`src/rtl/line_clear.sv`:
```
// Board compaction engine: after a piece locks, removes full rows bottom-up,
// slides the remaining rows down and zero-fills the rows vacated at the top.
module line_clear (
  input  logic       clk,
  input  logic       resetn,
  input  logic       start,
  input  logic [5:0] ram_q,
  output logic [7:0] ram_addr,
  output logic [5:0] ram_d,
  output logic       ram_wren,
  output logic       busy,
  output logic       done,
  output logic [4:0] rows_cleared
);

  localparam int unsigned BOARD_W  = 10;
  localparam int unsigned BOARD_H  = 24;
  localparam int unsigned COLOUR_W = 6;
  localparam logic [4:0]  LAST_ROW = 5'(BOARD_H - 1);
  localparam logic [3:0]  LAST_X   = 4'(BOARD_W - 1);
  localparam logic [3:0]  READ_END = 4'(BOARD_W);

  typedef enum logic [2:0] {
    S_IDLE,
    S_READ,
    S_CHECK,
    S_COPY,
    S_FILL,
    S_DONE
  } state_t;

  state_t              state;
  logic [4:0]          src;
  logic [4:0]          dst;
  logic [3:0]          x;
  logic                full;
  logic [COLOUR_W-1:0] row_buf [BOARD_W];

  // First RAM address of a row.
  function automatic logic [7:0] row_base(input logic [4:0] r);
    return 8'(r) * 8'(BOARD_W);
  endfunction

  // Sequencer: row read/check, row copy, top zero-fill; all outputs registered.
  always_ff @(posedge clk) begin
    if (!resetn) begin
      state        <= S_IDLE;
      ram_addr     <= '0;
      ram_d        <= '0;
      ram_wren     <= 1'b0;
      busy         <= 1'b0;
      done         <= 1'b0;
      rows_cleared <= '0;
      src          <= '0;
      dst          <= '0;
      x            <= '0;
      full         <= 1'b0;
    end else begin
      case (state)
        S_IDLE: begin
          if (start) begin
            src          <= LAST_ROW;
            dst          <= LAST_ROW;
            rows_cleared <= '0;
            x            <= '0;
            full         <= 1'b1;
            ram_addr     <= row_base(LAST_ROW);
            busy         <= 1'b1;
            state        <= S_READ;
          end
        end

        S_READ: begin
          // Data for address x-1 arrives this cycle.
          if (x != 4'd0) begin
            row_buf[x - 4'd1] <= ram_q;
            full              <= full & (ram_q != '0);
          end
          if (x == READ_END) begin
            x     <= '0;
            state <= S_CHECK;
          end else begin
            x <= x + 4'd1;
            if (x < LAST_X) ram_addr <= ram_addr + 8'd1;
          end
        end

        S_CHECK: begin
          if (full) begin
            rows_cleared <= rows_cleared + 5'd1;
            if (src == 5'd0) begin
              // At least one row cleared: zero-fill from dst down to row 0.
              ram_addr <= row_base(dst);
              ram_d    <= '0;
              ram_wren <= 1'b1;
              x        <= '0;
              state    <= S_FILL;
            end else begin
              src      <= src - 5'd1;
              full     <= 1'b1;
              ram_addr <= row_base(src - 5'd1);
              state    <= S_READ;
            end
          end else if (dst == src) begin
            // Row already in place; nothing cleared so far, so nothing to fill.
            if (src == 5'd0) begin
              state <= S_FILL;
            end else begin
              src      <= src - 5'd1;
              dst      <= dst - 5'd1;
              full     <= 1'b1;
              ram_addr <= row_base(src - 5'd1);
              state    <= S_READ;
            end
          end else begin
            ram_addr <= row_base(dst);
            ram_d    <= row_buf[0];
            ram_wren <= 1'b1;
            x        <= '0;
            state    <= S_COPY;
          end
        end

        S_COPY: begin
          if (x != LAST_X) begin
            x        <= x + 4'd1;
            ram_addr <= ram_addr + 8'd1;
            ram_d    <= row_buf[x + 4'd1];
          end else begin
            dst <= dst - 5'd1;
            x   <= '0;
            if (src == 5'd0) begin
              // dst > src here, so rows dst-1..0 are the vacated ones.
              ram_addr <= row_base(dst - 5'd1);
              ram_d    <= '0;
              state    <= S_FILL;
            end else begin
              src      <= src - 5'd1;
              ram_wren <= 1'b0;
              full     <= 1'b1;
              ram_addr <= row_base(src - 5'd1);
              state    <= S_READ;
            end
          end
        end

        S_FILL: begin
          if (rows_cleared == 5'd0) begin
            ram_wren <= 1'b0;
            done     <= 1'b1;
            state    <= S_DONE;
          end else if (x != LAST_X) begin
            x        <= x + 4'd1;
            ram_addr <= ram_addr + 8'd1;
          end else if (dst == 5'd0) begin
            ram_wren <= 1'b0;
            done     <= 1'b1;
            state    <= S_DONE;
          end else begin
            dst      <= dst - 5'd1;
            x        <= '0;
            ram_addr <= row_base(dst - 5'd1);
          end
        end

        S_DONE: begin
          done  <= 1'b0;
          busy  <= 1'b0;
          state <= S_IDLE;
        end

        default: state <= S_IDLE;
      endcase
    end
  end

endmodule

```
`config.mk`:
```
export PLATFORM = sky130hd
export DESIGN_NAME = line_clear
export DESIGN_NICKNAME = d
export VERILOG_FILES = /design/src/rtl/line_clear.sv
export SDC_FILE = /design/constraint.sdc
export NUM_CORES = 1
export LEC_CHECK = 0
export CAP_MARGIN = 10
export CORE_AREA = 2 2 123 125
export DETAILED_ROUTE_END_ITERATION = 10
export DIE_AREA = 0 0 125 127
export GPL_TIMING_DRIVEN = 0
export SLEW_MARGIN = 20
export SYNTH_ARGS = -nofsm -noshare
export SYNTH_HDL_FRONTEND = slang
export SYNTH_SLANG_ARGS = --single-unit
```
`constraint.sdc`:
```
create_clock -name clk -period 4 [get_ports clk]
set_clock_uncertainty 0.1 [all_clocks]
set_input_delay 1 -clock clk [delete_from_list [all_inputs] [get_ports clk]]
set_output_delay 1 -clock clk [all_outputs]
set_load 0.02 [all_outputs]
```
==> metrics.md <==
| Metric | Value |
|---|---|
| Largest net degree at the start of global routing | `20` |
| GRT Overall Usage | `19.1%` |
| FFs w/ async S/R, synth | `0%` |
| DRT iter0 DRCs | `314` |
| Setup CP Type | `flip-flop to flip-flop` |
| Power per Cell Area | `772 mW/mm2` |
| CP Buf/Inv Count | `2` |
| Startpoint type of the worst setup path | `flip-flop` |
| Input/output buffers | `30` |
| I/O pins | `31` |
| Post-synth EDFFs | `60` |
| Fmax | `270 MHz` |
| Worst skew pair latency | `0.37 ns` |
| Slew Limit Fails | `0` |
| Share of layout cells above drive strength 1 | `11.5%` |
| Clk pwr share | `18.3%` |
| Total CTS buffers | `9` |
| Routed wire length per instance | `19.4 um` |
| Reg clk slew, reported paths | `0.08 ns` |
| GRT met3 Usage | `3.77%` |
| DRT antenna net count | `0` |
| Final min period | `3.71 ns` |
| Hold WS | `0.392 ns` |
| Period utilization | `92.6%` |
| Vias/cell | `5.74` |
| CP Capture Type | `flip-flop` |
| Power Internal | `2.86 mW` |
| Rows | `44` |
| Total chip power | `5.07 mW` |
| Initial core utilization | `39.7%` |
| Synth Instances | `529` |
| Layout Nets | `612` |
| Met2 Track Usage GR | `32.8%` |
| Status | `completed` |
| Main synth FF type | `edfxtp_1` |
| Crit path max-delay family | `adder cells` |
| Sequential element share of the synthesized area | `45.4%` |
| Crit Path Max Fanout | `8` |
| Drt first pass iters | `5` |
| Avg Inst Size Synth | `10.8 um2` |
| Die width | `125 um` |
| Initial antenna violation count | `0` |
| Register share of total power | `26.5%` |
| Diodes inserted | `0` |
| Static Leak | `2.35 nW` |
| CP max stage cell | `nor4b_2` |
| Worst slew margin | `42.1%` |
| Net switching power | `2.22 mW` |
| Netlist Area Pre-Place | `0.00573 mm2` |
| Total setup buffers inserted after CTS | `0` |
| Top Usage Layer GRT | `met2` |
| Die Y-Extent | `127 um` |
| Unrepaired setup endpoints after global routing | `no` |
| Arrival time worst endpoint | `3.84 ns` |
| Final worst slack | `0.294 ns` |
| Hold_buf cts | `0` |
| Clock root cell | `clkbuf_16` |
| Crit path largest cell delay | `0.64 ns` |
| Critical path data required time | `4.13 ns` |
| YS warnings | `0` |
| Routed vias | `4349` |
| Synth top area share | `31.4%` |
| MaxCap Viol Count | `0` |
| Synth area leaders | `edfxtp_1, dfxtp_1, ha_1, mux4_2, xor2_1` |
| Post-Place Setup Slack | `-0.0401 ns` |
| First-pass GRT wire length | `23500 um` |
| Post-route cell area | `0.00658 mm2` |
| Crit-path cells | `inv_1, ha_1, nor4b_2, nor2_1, inv_1, ha_1, fa_1, xnor2_1, nor2_1, a21oi_1, o221ai_1, o21bai_1, a41oi_1` |
| Post-Route Utilization | `45.6%` |
| Die area | `0.0159 mm2` |
| Worst VDD drop | `0.394 mV` |
| GRT Residual Overflow | `0` |
| Sw Share | `43.7%` |
| CTS tree | `done` |
| Number of global-route vias before repair | `4387` |
| Worst hold path type | `flip-flop to flip-flop` |
| Post-synthesis cell type count | `74` |
| # clock sinks | `100` |
| Final hold vios | `0` |
| Routed WL | `14700 um` |
| Synth area leader | `edfxtp_1` |
| Core Box Area | `0.0144 mm2` |
| Final weighted congestion in routability-driven placement | `0.930` |
| Syn nets | `572` |
| Area Overhead vs Synth | `14.8%` |
| Combinational power share | `55.2%` |
| DRC violations left | `0` |
| Yosys reg bits | `100` |
| Area post-placement | `0.00626 mm2` |
| Met1 Use GR | `23.7%` |
| Hpwl dp | `10700 um` |
| Max clock buf depth | `2` |
| Worst-Margin Slew | `0.866 ns` |
| H-tree depth | `3` |
| Final setup violation count | `0` |
-- timing repair --
action	in CTS	in global routing
setup endpoints to repair	1	5
hold endpoints to repair	0	0
pin swaps	0	0
gates resized for setup	1	0
-- cell families (layout without fill, tap and decap cells) --
group,after synthesis,in the layout,synth area share [%]
adders and majority gates,34,34,7.82
AOI/OAI and AO/OA,127,127,15.7
xor gates and xnor gates,31,31,4.74
and+or+nand+nor,155,155,13.8
DFF,100,100,45.4
muxes,29,29,7.79
buffers and inverters,53,98,4.69
-- registers in the layout, indices dropped and copies added, names as in the netlist, 3 cells and up --
register / count
row_buf: 60
ram_addr: 8
ram_d: 6
dst: 5
rows_cleared: 5
src: 5
x: 4
state: 3
-- synth_stat cells (all sizes together), types with 4 or more instances --
cell	n
dfxtp	40
a21oi	35
edfxtp	60
xnor2	7
o21ai	23
nand2b	4
nand3	13
nand2	31
ha	31
mux2i	15
mux4	12
a221oi	13
o22ai	5
nand4	5
nor2	50
a211oi	5
buf	15
a31oi	7
clkbuf	14
a22oi	7
xor2	24
nor3	25
or3b	4
o211ai	4
inv	22
nor4b	4
-- power by group through the flow --
stage	clock [mW]	sequential, mW	combinational, mW
floorplan	0	1.39	1.98
detailed placement	0	1.36	2.77
finish	0.928	1.34	2.80
CTS	0.950	1.34	2.79
global placement	0	1.36	2.75
global route	0.983	1.36	3.08
-- through the flow --
step           TNS [ns]  std cells
6_report              0        758
5_1_grt               0        758
4_1_cts               0        759
2_1_floorplan         0        529
3_5_place_dp    -0.0401        743
3_3_place_gp          0        743
-- cell usage in the layout (no fill, tap or decap), types with 13 or more instances in the layout --
| cell | n |
|---|---|
| nand2_1 | 31 |
| clkdlybuf4s50_1 | 30 |
| dfxtp_1 | 40 |
| mux2i_1 | 15 |
| nand3_1 | 13 |
| nor3_1 | 24 |
| o21ai_0 | 22 |
| xor2_1 | 24 |
| inv_1 | 22 |
| nor2_1 | 49 |
| edfxtp_1 | 60 |
| ha_1 | 31 |
| a21oi_1 | 34 |
-- tightest hold or removal path: stages, from the launching register on --
cell	delay, ns
dfxtp_1	0.32
o21ai_0	0.07
a21oi_1	0.06
-- layout make-up --
| cell class | instances | area (um2) |
|---|---|---|
| Clock inverter | 7 | 88.8 |
| Inverter | 22 | 82.6 |
| Fill cell | 1374 | 7850 |
| Sequential cell | 100 | 2600 |
| Timing Repair Buffer | 30 | 300 |
| Buffer | 30 | 183 |
| Clock buffer | 9 | 225 |
| Multi-Input combinational cell | 376 | 2870 |
| Tap cell | 184 | 230 |
-- routing by layer --
metal | vias to the layer above | wire length [um]
met5 | - | 0
met4 | 0 | 363
met3 | 22 | 782
met2 | 144 | 7230
met1 | 2116 | 6360
li1 | 2067 | -
-- path summary, 6_finish.rpt --
kind                         startpoint                       end  slack (ns)  cells after the start
setup / recovery    dst[0]$_SDFFE_PN0P_  ram_addr[6]$_SDFFE_PN0P_        0.29                     13
hold / removal    ram_wren$_SDFFE_PN0P_     ram_wren$_SDFFE_PN0P_        0.39                      2
setup reg to reg    dst[0]$_SDFFE_PN0P_  ram_addr[6]$_SDFFE_PN0P_        0.29                     13
hold reg to reg   ram_wren$_SDFFE_PN0P_     ram_wren$_SDFFE_PN0P_        0.39                      2
(Power assumes the default switching activity.)
